## src/rtl/mcu_bus_arbiter.sv

```systemverilog
// Round-robin arbiter sharing the mcu_logic register bus between NREQ requesters.
// One strobe per transaction, fixed read latency, one-cycle ack to the winner.
module mcu_bus_arbiter #(
   parameter int NREQ   = 2,
   parameter int ADDR_W = 16,
   parameter int DATA_W = 16,
   parameter int RDLAT  = 2
) (
   input  logic                     clk,
   input  logic                     rst,
   input  logic [NREQ-1:0]          req,
   input  logic [NREQ-1:0]          req_wr,
   input  logic [NREQ*ADDR_W-1:0]   req_addr,
   input  logic [NREQ*DATA_W-1:0]   req_wrdata,
   output logic [NREQ-1:0]          ack,
   output logic [DATA_W-1:0]        rd_data,
   output logic [ADDR_W-1:0]        baddr,
   output logic [DATA_W-1:0]        bwrdata,
   output logic                     bwr,
   output logic                     bstrobe,
   input  logic [DATA_W-1:0]        brddata,
   output logic                     busy,
   output logic [2:0]               owner
);

   typedef enum logic [1:0] {
      S_IDLE,
      S_STROBE,
      S_WAIT,
      S_DONE
   } state_t;

   localparam logic [3:0] LP_CNT_INIT = 4'(RDLAT - 1);

   state_t              r_state;
   logic [2:0]          r_ptr;
   logic [3:0]          r_cnt;

   logic                w_any;
   logic [2:0]          w_win;
   logic [2:0]          w_next;
   logic                w_wr;
   logic [ADDR_W-1:0]   w_addr;
   logic [DATA_W-1:0]   w_wdata;
   logic [NREQ-1:0]     w_own_oh;

   // Scan offsets farthest-first so the requester nearest ptr wins last.
   always_comb begin
      w_any = 1'b0;
      w_win = '0;
      for (int k = NREQ - 1; k >= 0; k--) begin
         for (int j = 0; j < NREQ; j++) begin
            if (req[j] && (j == (int'(r_ptr) + k) % NREQ)) begin
               w_any = 1'b1;
               w_win = 3'(j);
            end
         end
      end
   end

   always_comb begin
      w_next  = 3'((int'(w_win) + 1) % NREQ);
      w_wr    = 1'b0;
      w_addr  = '0;
      w_wdata = '0;
      for (int j = 0; j < NREQ; j++) begin
         if (w_win == 3'(j)) begin
            w_wr    = req_wr[j];
            w_addr  = req_addr[j*ADDR_W +: ADDR_W];
            w_wdata = req_wrdata[j*DATA_W +: DATA_W];
         end
      end
   end

   always_comb begin
      w_own_oh = '0;
      for (int j = 0; j < NREQ; j++) begin
         w_own_oh[j] = (owner == 3'(j));
      end
   end

   always_ff @(posedge clk or posedge rst) begin
      if (rst) begin
         r_state <= S_IDLE;
         r_ptr   <= '0;
         r_cnt   <= '0;
         ack     <= '0;
         rd_data <= '0;
         baddr   <= '0;
         bwrdata <= '0;
         bwr     <= 1'b0;
         bstrobe <= 1'b0;
         busy    <= 1'b0;
         owner   <= '0;
      end else begin
         unique case (r_state)
            S_IDLE: begin
               if (w_any) begin
                  r_state <= S_STROBE;
                  baddr   <= w_addr;
                  bwrdata <= w_wdata;
                  bwr     <= w_wr;
                  owner   <= w_win;
                  r_ptr   <= w_next;
                  bstrobe <= 1'b1;
                  busy    <= 1'b1;
               end
            end
            S_STROBE: begin
               bstrobe <= 1'b0;
               if (bwr) begin
                  r_state <= S_DONE;
                  ack     <= w_own_oh;
               end else begin
                  r_state <= S_WAIT;
                  r_cnt   <= LP_CNT_INIT;
               end
            end
            S_WAIT: begin
               if (r_cnt == 4'd0) begin
                  rd_data <= brddata;
                  ack     <= w_own_oh;
                  r_state <= S_DONE;
               end else begin
                  r_cnt <= r_cnt - 4'd1;
               end
            end
            S_DONE: begin
               ack     <= '0;
               busy    <= 1'b0;
               r_state <= S_IDLE;
            end
            default: begin
               r_state <= S_IDLE;
            end
         endcase
      end
   end

endmodule

```

## config.mk

```make
export PLATFORM = sky130hd
export DESIGN_NAME = mcu_bus_arbiter
export DESIGN_NICKNAME = d
export VERILOG_FILES = /design/src/rtl/mcu_bus_arbiter.sv
export SDC_FILE = /design/constraint.sdc
export NUM_CORES = 1
export LEC_CHECK = 0
export CAP_MARGIN = 30
export CORE_ASPECT_RATIO = 1.1
export CORE_MARGIN = 3
export CORE_UTILIZATION = 25
export CTS_CLUSTER_DIAMETER = 50
export CTS_CLUSTER_SIZE = 14
export DETAILED_ROUTE_END_ITERATION = 8
export GPL_TIMING_DRIVEN = 0
export HOLD_SLACK_MARGIN = 0.12
export PLACE_DENSITY = 0.6
export SETUP_SLACK_MARGIN = 0.05
export SYNTH_ARGS = -nofsm -noshare
export SYNTH_HDL_FRONTEND = slang
export SYNTH_SLANG_ARGS = --single-unit
```

## constraint.sdc

```tcl
create_clock -name clk -period 6.3 [get_ports clk]
set_input_delay 1.575 -clock clk [delete_from_list [all_inputs] [get_ports clk]]
set_output_delay 1.575 -clock clk [all_outputs]
set_load 0.05 [all_outputs]
```

# After elaboration in Yosys (flattened, before gate mapping)

Cells that the tools add are included.
Widths: inputs -> output; s select.

Add/sub/neg operators: 3
Equality and inequality tests: 11
Mux-type cells: 26
Bitwise operators: 1
Reductions and logical operators: 21

Operator list:

| cell                | count |
|---|---|
| $logic_not 32->1    | 2 |
| $mux 16             | 4 |
| $ne 2x2->1 const B  | 5 |
| $reduce_and 2->1    | 5 |
| $mux 1              | 9 |
| $mux 2              | 4 |
| $mux 4              | 2 |
| $pmux 2 s4          | 1 |
| $pmux 4 s2          | 1 |
| $eq 3x1->1 const B  | 2 |
| $logic_not 3->1     | 2 |
| $mux 3              | 2 |
| $pmux 2 s3          | 1 |
| $reduce_and 3->1    | 2 |
| $reduce_bool 2->1   | 3 |
| $eq 2x2->1 const B  | 2 |
| $logic_and 1x1->1   | 4 |
| $logic_not 4->1     | 1 |
| $pmux 1 s2          | 2 |
| $sub 4x1->4 const B | 1 |
| $reduce_bool 3->1   | 1 |
| $add 1x1->1 const B | 2 |
| $eq 2x1->1 const B  | 1 |
| $eq 2x2->1 const A  | 1 |
| 2 further kinds     | 2 |

Bits in registers: 63
Input bits: 86
Output and inout bits: 56
Word-level logic and storage cells: 73

# Logic depth before layout (Yosys ltp)

Depth after elaboration: 10
Depth in mapped cells: 7
Mapped depth without buffers: 5

# Worst setup path after synthesis

OpenSTA, ideal clock, no wires.

Path type: in2reg
Start: input port req[1]
End: register bstrobe
Setup time: 0.130 ns
Arrival time: 2.321 ns
Required time: 6.170 ns
Setup slack: 3.848 ns
Stages: 4
Buffers on the path: 1
Cells stage by stage: o21ai_1 -> clkbuf_1 -> nor2b_1 -> a21oi_1

Word-level cells in the longest chain between the ends: 6
Elaborated cells on any way between the ends: 7
Those cells by class: 1 x eq/ne; 3 x mux; 3 x reduce/logical

RTL lines:

| element                      | line | source |
|---|---|---|
| from (decl)                  | 11   | `input logic [NREQ-1:0] req,` |
| $logic_and 1x1->1            | 53   | `if (req[j] && (j == (int'(r_ptr) + k) % NREQ)) begin` |
| $mux 1 (2 in a row)          | 53   |  |
| $mux 1 *                     | 53   |  |
| $ne 2x2->1 (no line) *       | --   |  |
| $reduce_and 2->1 (no line) * | --   |  |
| to (signal assigned)         | 92   | `bstrobe <= 1'b0;` |
| to (signal assigned)         | 105  | `bstrobe <= 1'b1;` |
| to (signal assigned)         | 110  | `bstrobe <= 1'b0;` |
| to (decl)                    | 20   | `output logic bstrobe,` |

Every way passes the cells marked *; elsewhere a longest branch is shown, timed or not.
A chain may end at the register's enable or synchronous reset.

# Final worst setup path

Start: register bwr
End: output port bwr

RTL lines:

| element                | line | source |
|---|---|---|
| from (decl)            | 19   | `output logic bwr,` |
| from (signal assigned) | 102  | `bwr <= w_wr;` |

No word-level cell between the ends.

==> qor.txt <==
Die ar.: 12300 um^2
Leakage: 0.00193 uW
worst slew pin tran: 0.703 ns
IO Port Bufs: 139
EDFF count, synth: 0
Max stage delay cell, worst path: clkdlybuf4s50_1
Period Utilization, post-route: 50.4%
FILL cells: 1051
setup_tns: 0 ns
GR Overflow Total: 0
global-route wire length before repair: 12700 um
# H-tree levels: 3
Fmax achieved: 0.315 GHz
CP max FO: 5
TritonCTS Sinks: 61
Worst Path Buf+Inv: 1
cts hold-fix bufs: 0
routed vias/inst: 4.50
Net Sw Frac: 44.7%
worst hold slack: 0.492 ns
Synth Area in XOR/XNOR: 0%
worst r2r dst: baddr[5]$_DFFE_PP0P_
number of max-cap violations: 0
Compound-Gate Fraction of Synth Area: 16.4%
share of layout cells above drive strength 1: 13.2%
pin count of the biggest net entering global routing: 32
sequential fraction of the synthesis area: 55.5%
post-synthesis instance total: 215
Die Height: 116 um
r2r setup slk: 4.26 ns
chip width: 106 um
most common cell after layout, fill and taps aside: clkdlybuf4s50_1
final-report hold violation count: 0
Clock Pin Slew Worst Setup and Hold Paths: 0.05 ns
number of global-route vias before repair: 2442
most frequent cells in the layout: clkdlybuf4s50_1 (139), dfrtp_1 (61), a221o_1 (33)
final worst path period need: 3.18 ns
syn avg cell area: 12.8 um^2
Max clock buf depth: 2
Routed WL: 7920 um
worst min-delay path category: reg -> reg
Worst path max stage delay: 0.84 ns
outcome: finished clean
crit path launch: bwr$_DFFE_PP0P_
Top Family by Delay on Critical Path: buffers and inverters
Peak VDD IR: 0.246 mV
count of different cell masters after synthesis: 35
max-slew violations: 0
CTS tree: built
Resized Gates After CTS: 0
GR Util All Layers: 13.4%
core area: 10500 um^2
post-synthesis to final-layout area growth: 67.5%
internal power: 1490 uW
Inserted Clock Buffers: 9
switching pwr: 1200 uW
cell row count: 39
clk root buf: clkbuf_16
critical path type: reg -> out
register area: 1530 um^2
DRC Markers: 0
Min-Delay Path Depth: 1
CP Cell Sequence: clkdlybuf4s50_1
kind of end point of the critical path: output port
# nets final: 459
antenna cells: 0
Seq pwr share: 25.7%
RSZ-0062 raised after global routing: no
ANT nets after route: 0
design area: 4600 um^2
largest family of logic cells by synthesized area: compound AO/OA/AOI/OAI gates
# setup viols final: 0
DRT iter0 DRCs: 62
worst path arrival time: 1.60 ns
CP Data Required Time: 4.72 ns
Adder-Cell Fraction of Synth Area: 2.73%
power share of the clock group: 16.0%
power per cell area: 584 nW/um^2
power share of the combinational group: 58.2%
Setup Fix Bufs, Post-CTS: 0
Vias: 2313
initial antenna violation count: 0
Max transition margin: 53.1%
drt pass-1 iters: 4
Post-synth top flop: dfrtp_1
reg2reg path depth: 6
Startpoint Class: flop
multi-input logic area: 1120 um^2
mux contribution to synthesized area: 8.47%
Synth Area in Simple Gates: 12.7%
Worst-Skew Late Latency: 0.32 ns
Mapped Area: 2750 um^2
Worst Hold End: rd_data[15]$_DFFE_PP0P_
DP HPWL: 5970 um
Hold Crit Start: rd_data[15]$_DFFE_PP0P_
Synth warnings: 0
Avg WL per Cell: 15.4 um
Fin Clk Skew: 0.00662 ns
io pins: 142
reg2reg start: r_state[0]$_DFFE_PP0P_
Synth async-reset ratio: 100%
Initial Util: 26.1%
gp weighted congestion: 0.702
Yosys reg bits: 61
Placed Area: 4340 um^2
## routing by layer
metal	wire (um)	global-route usage, %
met1	3220	16.3
met2	4050	22.2
met3	555	4.74
met4	96	4.40
met5	0	0
## flip-flops by register name, indices dropped and copies added (netlist names)
| signal | count |
|---|---|
| ack | 2 |
| baddr | 16 |
| bstrobe | 1 |
| busy | 1 |
| bwr | 1 |
| bwrdata | 16 |
| owner | 1 |
| r_cnt | 4 |
| r_ptr | 1 |
| r_state | 2 |
| rd_data | 16 |
## power by group through the flow
stage / registers (uW) / clock network [uW] / logic (uW)
2_1_floorplan: 1270 / 0 / 481
5_1_grt: 719 / 466 / 1660
4_1_cts: 694 / 447 / 1580
3_5_place_dp: 694 / 0 / 1580
3_3_place_gp: 689 / 0 / 1570
6_report: 692 / 431 / 1570
## through the flow
| stage | util [%] | power [uW] | worst slack, ns | cells |
|---|---|---|---|---|
| 6_report | 43.7 | 2690 | 3.12 | 514 |
| 5_1_grt | 43.7 | 2850 | 2.97 | 514 |
| 4_1_cts | 43.7 | 2730 | 3.09 | 514 |
| 3_5_place_dp | 41.2 | 2270 | 2.78 | 499 |
| 3_3_place_gp | 41.0 | 2260 | 1.96 | 498 |
| 2_1_floorplan | - | 1750 | 3.21 | 216 |
## synth_stat cells (all sizes together), types with 4 or more instances
library cell	n	share of area [%]
and2	34	7.7
nor2b	4	0.91
ha	6	2.7
mux2	20	8.5
inv	7	0.96
dfrtp	61	56
nand2	4	0.55
o21ai	4	0.73
a21oi	5	0.91
a221o	33	12
buf	11	2.6
nor2	5	0.68
## area by class of cell
class | count | area share, %
clock buffer | 13 | 5.44
timing repair buffer | 140 | 30.7
multi-input combinational | 134 | 24.2
buffer | 14 | 1.82
clock inverter | 2 | 0.217
inverter | 7 | 0.571
tap | 143 | 3.89
sequential | 61 | 33.2
## kinds of logic (layout without fill, tap and decap cells)
| group | Yosys count | count (layout) |
|---|---|---|
| DFF | 61 | 61 |
| and+or+nand+nor | 57 | 57 |
| AOI/OAI and AO/OA | 49 | 49 |
| buffers and inverters | 21 | 176 |
| muxes | 20 | 20 |
| adders and majority gates | 6 | 6 |
| other | 1 | 2 |
## worst max-delay path by stage
| stage | end | cells past startpoint | slack [ns] |
|---|---|---|---|
| 2_1_floorplan | ack[0]$_DFFE_PP0P_ | 1 | 3.21 |
| 3_3_place_gp | ack[1]$_DFFE_PP0P_ | 2 | 1.96 |
| 3_5_place_dp | baddr[5]$_DFFE_PP0P_ | 5 | 2.78 |
| 4_1_cts | bwr | 1 | 3.09 |
| 5_1_grt | baddr[10]$_DFFE_PP0P_ | 5 | 2.97 |
| 6_report | bwr | 1 | 3.12 |
Power figures use the tool's default switching activity.
